**config.mk**
```make
export PLATFORM = sky130hd
export DESIGN_NAME = i_cache_assoc_control
export DESIGN_NICKNAME = d
export VERILOG_FILES = /design/src/rtl/i_cache_pkg.sv /design/src/rtl/i_cache_assoc_control_victim_sel.sv /design/src/rtl/i_cache_assoc_control.sv
export SDC_FILE = /design/constraint.sdc
export NUM_CORES = 1
export LEC_CHECK = 0
export CORE_MARGIN = 5
export CORE_UTILIZATION = 49
export CTS_BUF_LIST = sky130_fd_sc_hd__clkbuf_2 sky130_fd_sc_hd__clkbuf_4 sky130_fd_sc_hd__clkbuf_8
export DETAILED_ROUTE_END_ITERATION = 16
export GPL_ROUTABILITY_DRIVEN = 0
export PLACE_DENSITY = 0.75
export SLEW_MARGIN = 20
export SYNTH_ARGS = -nofsm -noshare
export SYNTH_HDL_FRONTEND = slang
export SYNTH_SLANG_ARGS = --single-unit
```
**constraint.sdc**
```tcl
create_clock -name clk -period 1.4 [get_ports clk]
set_input_delay 0.28 -clock clk [delete_from_list [all_inputs] [get_ports clk]]
set_output_delay 0.28 -clock clk [all_outputs]
set_load 0.01 [all_outputs]
```
**src/rtl/i_cache_pkg.sv**
```systemverilog
// i_cache_pkg
//   Shared types and helpers for the set-associative instruction cache
//   controller.
//   - icache_state_t : controller FSM state encoding
//   - DEF_*          : default geometry (2 ways, 4-word lines, 16 sets)
//   - clog2_min1     : $clog2 that never returns 0, for index fields
//   - WAY_W / BEAT_W / SET_W : index widths for the default geometry
package i_cache_pkg;

  typedef enum logic [1:0] {
    ST_IDLE   = 2'd0,
    ST_REFILL = 2'd1,
    ST_COMMIT = 2'd2,
    ST_FLUSH  = 2'd3
  } icache_state_t;

  localparam int DEF_WAYS       = 2;
  localparam int DEF_LINE_WORDS = 4;
  localparam int DEF_SETS       = 16;

  // A one-word line still needs a 1-bit beat field, so widths bottom out at 1.
  function automatic int clog2_min1(input int n);
    return (n <= 1) ? 1 : $clog2(n);
  endfunction

  localparam int WAY_W  = clog2_min1(DEF_WAYS);
  localparam int BEAT_W = clog2_min1(DEF_LINE_WORDS);
  localparam int SET_W  = clog2_min1(DEF_SETS);

endpackage

```
**src/rtl/i_cache_assoc_control_victim_sel.sv**
```systemverilog
// i_cache_victim_sel
//   Victim selection for a miss, plus the per-set round-robin pointers.
//   The lowest-index invalid way wins; only a full set falls back to the
//   set's round-robin pointer.
//   Ports:
//     clk, rst_n       clock, asynchronous active-low reset
//     lookup_set       set being looked up this cycle
//     way_valid        valid bits of lookup_set
//     adv_en, adv_set  advance the pointer of adv_set by one (mod WAYS)
//     clear_all        return every pointer to 0
//     victim           chosen way index
//     victim_from_ptr  1 when the choice came from the pointer
module i_cache_victim_sel
  import i_cache_pkg::*;
#(
  parameter int WAYS = DEF_WAYS,
  parameter int SETS = DEF_SETS
) (
  input  logic                        clk,
  input  logic                        rst_n,
  input  logic [clog2_min1(SETS)-1:0] lookup_set,
  input  logic [WAYS-1:0]             way_valid,
  input  logic                        adv_en,
  input  logic [clog2_min1(SETS)-1:0] adv_set,
  input  logic                        clear_all,
  output logic [clog2_min1(WAYS)-1:0] victim,
  output logic                        victim_from_ptr
);

  localparam int WW = clog2_min1(WAYS);
  localparam int SW = clog2_min1(SETS);

  logic [WW-1:0] rr_ptr_reg [SETS];

  // WAYS is a power of two, so the natural wrap of the counter is mod WAYS.
  for (genvar gi = 0; gi < SETS; gi++) begin : g_rr
    always_ff @(posedge clk or negedge rst_n) begin
      if (!rst_n) begin
        rr_ptr_reg[gi] <= '0;
      end else if (clear_all) begin
        rr_ptr_reg[gi] <= '0;
      end else if (adv_en && (adv_set == SW'(gi))) begin
        rr_ptr_reg[gi] <= rr_ptr_reg[gi] + 1'b1;
      end
    end
  end

  // Scan high to low so the last assignment is the lowest invalid way.
  always_comb begin
    victim          = rr_ptr_reg[lookup_set];
    victim_from_ptr = 1'b1;
    for (int i = WAYS - 1; i >= 0; i--) begin
      if (!way_valid[i]) begin
        victim          = WW'(i);
        victim_from_ptr = 1'b0;
      end
    end
  end

endmodule

```
**src/rtl/i_cache_assoc_control.sv**
```systemverilog
// i_cache_assoc_control
//   Control FSM of a WAYS-way set-associative instruction cache: hit
//   detection, multi-beat line refill, tag/valid commit, whole-cache flush
//   (also run automatically out of reset).
//   Ports:
//     cache_read/set_idx/hit_way/way_valid  lookup from the fetch datapath
//     flush                                 one-cycle invalidate request
//     mmem_status / mmem_r / mmem_beat      memory beat handshake
//     data_we/tag_we/v_we/v_wdata/arr_set   array write controls
//     ready, busy, flush_done               status to the datapath
module i_cache_assoc_control
  import i_cache_pkg::*;
#(
  parameter int WAYS       = DEF_WAYS,
  parameter int LINE_WORDS = DEF_LINE_WORDS,
  parameter int SETS       = DEF_SETS
) (
  input  logic                              clk,
  input  logic                              rst_n,
  input  logic                              cache_read,
  input  logic [clog2_min1(SETS)-1:0]       set_idx,
  input  logic [WAYS-1:0]                   hit_way,
  input  logic [WAYS-1:0]                   way_valid,
  input  logic                              flush,
  input  logic                              mmem_status,
  output logic                              ready,
  output logic                              mmem_r,
  output logic [clog2_min1(LINE_WORDS)-1:0] mmem_beat,
  output logic [WAYS-1:0]                   data_we,
  output logic [WAYS-1:0]                   tag_we,
  output logic [WAYS-1:0]                   v_we,
  output logic                              v_wdata,
  output logic [clog2_min1(SETS)-1:0]       arr_set,
  output logic                              busy,
  output logic                              flush_done
);

  localparam int WW = clog2_min1(WAYS);
  localparam int BW = clog2_min1(LINE_WORDS);
  localparam int SW = clog2_min1(SETS);
  localparam logic [BW-1:0] LAST_BEAT = BW'(LINE_WORDS - 1);
  localparam logic [SW-1:0] LAST_SET  = SW'(SETS - 1);

  icache_state_t state_reg, state_next;
  logic [BW-1:0] beat_reg;
  logic [SW-1:0] set_reg;
  logic [SW-1:0] flush_cnt_reg;
  logic [WW-1:0] victim_reg;
  logic          victim_ptr_reg;
  logic          flush_pend_reg;
  logic          flush_done_reg;

  logic [WW-1:0]   sel_victim;
  logic            sel_from_ptr;
  logic [WAYS-1:0] victim_oh;
  logic            miss, beat_fire, last_beat, flush_last;

  // flush outranks a lookup in IDLE, so a flush cycle is never a miss.
  assign miss       = (state_reg == ST_IDLE) && cache_read && !flush && (hit_way == '0);
  assign beat_fire  = (state_reg == ST_REFILL) && mmem_status;
  assign last_beat  = beat_fire && (beat_reg == LAST_BEAT);
  assign flush_last = (state_reg == ST_FLUSH) && (flush_cnt_reg == LAST_SET);
  assign victim_oh  = WAYS'(1) << victim_reg;

  i_cache_victim_sel #(
    .WAYS (WAYS),
    .SETS (SETS)
  ) u_victim_sel (
    .clk             (clk),
    .rst_n           (rst_n),
    .lookup_set      (set_idx),
    .way_valid       (way_valid),
    .adv_en          ((state_reg == ST_COMMIT) && victim_ptr_reg),
    .adv_set         (set_reg),
    .clear_all       (flush_last),
    .victim          (sel_victim),
    .victim_from_ptr (sel_from_ptr)
  );

  // State and datapath registers.
  always_ff @(posedge clk or negedge rst_n) begin
    if (!rst_n) begin
      state_reg      <= ST_FLUSH;
      beat_reg       <= '0;
      set_reg        <= '0;
      flush_cnt_reg  <= '0;
      victim_reg     <= '0;
      victim_ptr_reg <= 1'b0;
      flush_pend_reg <= 1'b0;
      flush_done_reg <= 1'b0;
    end else begin
      state_reg      <= state_next;
      // Registered so the pulse lands in the first IDLE cycle after the sweep.
      flush_done_reg <= flush_last;
      if (miss) begin
        set_reg        <= set_idx;
        victim_reg     <= sel_victim;
        victim_ptr_reg <= sel_from_ptr;
        beat_reg       <= '0;
      end
      if (beat_fire) begin
        beat_reg <= last_beat ? '0 : beat_reg + 1'b1;
      end
      // Counter sits at 0 outside FLUSH so every sweep starts at set 0.
      if (state_reg == ST_FLUSH) begin
        flush_cnt_reg <= flush_last ? '0 : flush_cnt_reg + 1'b1;
      end else begin
        flush_cnt_reg <= '0;
      end
      // COMMIT consumes the pending request; REFILL only collects it.
      if (state_reg == ST_COMMIT) begin
        flush_pend_reg <= 1'b0;
      end else if ((state_reg == ST_REFILL) && flush) begin
        flush_pend_reg <= 1'b1;
      end
    end
  end

  // Next-state logic. A flush arriving in the COMMIT cycle itself is honoured
  // immediately rather than being parked in the pending flag.
  always_comb begin
    state_next = state_reg;
    case (state_reg)
      ST_IDLE: begin
        if (flush)     state_next = ST_FLUSH;
        else if (miss) state_next = ST_REFILL;
      end
      ST_REFILL: if (last_beat) state_next = ST_COMMIT;
      ST_COMMIT: state_next = (flush_pend_reg || flush) ? ST_FLUSH : ST_IDLE;
      ST_FLUSH:  if (flush_last) state_next = ST_IDLE;
      default:   state_next = ST_IDLE;
    endcase
  end

  // Outputs. Everything is forced low while reset is asserted, even though
  // the state register already holds FLUSH.
  always_comb begin
    ready      = 1'b0;
    mmem_r     = 1'b0;
    mmem_beat  = beat_reg;
    data_we    = '0;
    tag_we     = '0;
    v_we       = '0;
    v_wdata    = 1'b0;
    arr_set    = set_reg;
    busy       = (state_reg != ST_IDLE);
    flush_done = flush_done_reg;
    case (state_reg)
      ST_IDLE:   ready = cache_read && !flush && (hit_way != '0);
      ST_REFILL: begin
        mmem_r = 1'b1;
        if (mmem_status) data_we = victim_oh;
      end
      ST_COMMIT: begin
        tag_we  = victim_oh;
        v_we    = victim_oh;
        v_wdata = 1'b1;
      end
      ST_FLUSH: begin
        arr_set = flush_cnt_reg;
        v_we    = '1;
      end
      default: ;
    endcase
    if (!rst_n) begin
      ready      = 1'b0;
      mmem_r     = 1'b0;
      mmem_beat  = '0;
      data_we    = '0;
      tag_we     = '0;
      v_we       = '0;
      v_wdata    = 1'b0;
      arr_set    = '0;
      busy       = 1'b0;
      flush_done = 1'b0;
    end
  end

endmodule

```
==> results.py <==
metrics = {
    "outcome": {
        "status": "finished with violations",
        "violations": "setup timing",
    },
    "critical_path": {
        "cpLargestDelayFamily": "flip-flops",
        "path_cells": "buf_6 -> buf_6 -> nand4b_1 -> buf_6 -> buf_6 -> nor3_4 -> xnor2_1 -> nor2_1",
        "critical_path_buf_inv_count": 4,
        "crit_path_max_fanout": 7,
        "crit_type": "flip-flop to flip-flop",
        "critPathMostFrequentCell": "buf_6",
        "worstSetupEndpointType": "flip-flop",
        "arrival_ps": 2030,
        "slowest_delay_ps": 680,
        "ff2ff_setup_slack_ps": -460,
        "worstPathRequired_ps": 1570,
        "cpMaxStageDelayCell": "dfstp_4",
        "cp-start-kind": "flip-flop",
    },
    "routing": {
        "drt_pre_antenna_iters": 5,
        "wl_per_cell_um": 23.1,
        "wl_um": 7430,
        "viasPerCell": 6.13,
        "ant_nets": 0,
        "vias": 1973,
        "drc_errors": 0,
        "drt-initial-drc-count": 215,
    },
    "die": {
        "row_count": 22,
        "die-area_um2": 4980,
        "io_pins": 30,
        "initial_utilization": 0.499,
        "die_h_um": 70.6,
        "core_area_um2": 3610,
        "die_width_um": 70.6,
    },
    "synthesis": {
        "yosysWarnings": 0,
        "synth_area_leader_cell": "dfrtp_1",
        "synth_seq_cells": 32,
        "synth_ff_type": "dfrtp_1",
        "netlist.area_leader.share": 0.417,
        "synth_cell_types": 40,
        "synthArstFlopShare": 1.00,
        "syn_area_per_cell_um2": 9.62,
        "synth_edf_count": 0,
        "ys_seq_area_frac": 0.446,
        "syn-num-nets": 202,
        "syn-cell-area_um2": 1800,
        "synthTopCellsByArea": "dfrtp_1, nor2_1, mux2i_1",
        "syn_inst": 187,
    },
    "hold_path": {
        "hold_path_class": "input pin to async pin",
    },
    "placement": {
        "dp_slack_ps": -547,
        "port_buffers": 29,
        "placed_cells": 283,
        "place_area_um2": 2380,
        "dp_hpwl_um": 3500,
    },
    "clock_network": {
        "cts-root-buf": "clkbuf_8",
        "numCtsBuffers": 5,
        "cts_tree": "done",
        "cts_max_level": 2,
        "cts_max_path_buffers": 2,
        "clk_pin_slew_ps": 70,
        "cts_num_sinks": 32,
        "clk-insertion-delay-late_ps": 290,
    },
    "finish": {
        "final_area_um2": 3080,
        "nets": 288,
        "antenna_cells": 0,
        "syn2layout_area_growth_pct": 71.3,
        "layout.cells.non_filler": 322,
        "largest_reg_flops": 16,
        "drive_above_1_share": 0.522,
    },
    "sta": {
        "skew_ps": 2.92,
        "worst_pin_slew_ps": 356,
        "maxSlewHeadroom": 0.763,
        "hold_viol": 0,
        "max_freq_mhz": 538,
        "rsz0062_at_grt": "yes",
        "period_share": 1.33,
        "fin_ws_ps": -458,
        "post-route-min-period_ps": 1860,
        "setup_viol": 40,
        "report.final.slew_viol_count": 0,
    },
    "grt": {
        "grt_start_max_net_pins": 18,
        "grt_pass1_wl_um": 10300,
        "track_usage": 0.263,
        "grt_pass1_vias": 2038,
        "grt_antenna_before_repair": 0,
        "grt_overflow_total": 0,
    },
    "job": {
        "maxCapViolCount": 0,
    },
    "power": {
        "ir_worst_vdd_uv": 1030,
        "cellLeakagePower_uw": 0.00142,
        "p_total_uw": 5320,
        "p_per_area_nw_per_um2": 1730,
    },
}
==> per-stage QoR <==
step,TNS [ps],hold WS [ps],util
2_1_floorplan,-72.5,-15.6,-
3_3_place_gp,-12350,324,0.660
3_5_place_dp,-13980,333,0.660
4_1_cts,-9440,106,0.780
5_1_grt,-14840,139,0.855
6_report,-13250,134,0.855
==> cell type report <==
cell class / instances / area [um2]
clock buffer: 5 / 68.8
clock inverter: 3 / 42.5
fill: 170 / 524
inverter: 2 / 7.51
multi-input combinational: 143 / 1280
sequential: 32 / 807
tap: 48 / 60.1
timing repair buffer: 89 / 811
==> where the power goes <==
group          internal (uW)  switching (uW)
Combinational           1430            1460
Clock                    527             386
Sequential              1200             318
==> worst min-delay path, cell delays in order <==
cell and delay (ps):
buf_4 170, buf_4 140, buf_4 190
==> worst paths after layout <==
kind	cells past startpoint	to	start
max	8	u_victim_sel.rr_ptr_reg[6]	state_reg[1]
min	3	set_reg[3]	rst_n
max reg2reg	8	u_victim_sel.rr_ptr_reg[6]	state_reg[1]
min reg2reg	2	flush_cnt_reg[0]	flush_cnt_reg[0]
max in group asynchronous	3	flush_cnt_reg[2]	rst_n
min in group clk	2	flush_cnt_reg[0]	flush_cnt_reg[0]
==> metal layers <==
metal	global-route usage	up-vias	part of all wire
met5	0	-	0
met4	0.163	0	0.070
met2	0.430	139	0.48
li1	-	824	-
met3	0.0511	43	0.055
met1	0.320	967	0.40
==> cells in the final DEF, fill, tap and decap left out, drive strengths merged, types with 4 or more instances in the layout <==
cell type / n
a21boi: 4
and2: 6
buf: 73
clkbuf: 5
clkdlybuf4s50: 10
dfrtp: 30
mux2: 4
mux2i: 8
nand2: 14
nand3: 16
nor2: 26
nor2b: 4
nor3: 8
xnor2: 9
xor2: 9
==> timing repair <==
item / CTS / global route
hold endpoints to repair: 5 / 0
buffers inserted: 20 / 10
cloned: 2 / 0
endpoints found under the setup margin: 46 / 45
resized for setup: 102 / 46
hold buffers: 2 / 0
pin swaps: 22 / 24
==> cells by family (layout without fill, tap and decap cells) <==
group | Yosys count | after routing | synth area share
multiplexers | 14 | 14 | 0.0946
AND/OR/NAND/NOR | 89 | 90 | 0.252
flip-flops | 32 | 32 | 0.446
adder cells (fa/ha/maj) | 2 | 2 | 0.0139
XOR/XNOR | 18 | 18 | 0.0876
buffers and inverters | 13 | 99 | 0.0334
AO/OA/AOI/OAI | 19 | 19 | 0.0723
==> Yosys cell counts (2+ instances only) <==
master / instances
nand2_1: 12
nand2b_1: 2
nor2b_1: 4
nor2_1: 26
ha_1: 2
mux4_2: 2
o21ai_0: 3
xor2_1: 9
o21a_1: 2
dfstp_2: 2
nor3_1: 8
buf_1: 2
a31oi_1: 3
a21boi_0: 4
inv_1: 2
mux2_2: 3
dfrtp_1: 30
buf_2: 3
nand3b_1: 2
xnor2_1: 9
and3_1: 3
mux2i_1: 8
and2_1: 6
nand3_1: 16
nand4_1: 2
a21oi_1: 3
nor4_1: 2
clkbuf_1: 5
(Power assumes the default switching activity.)
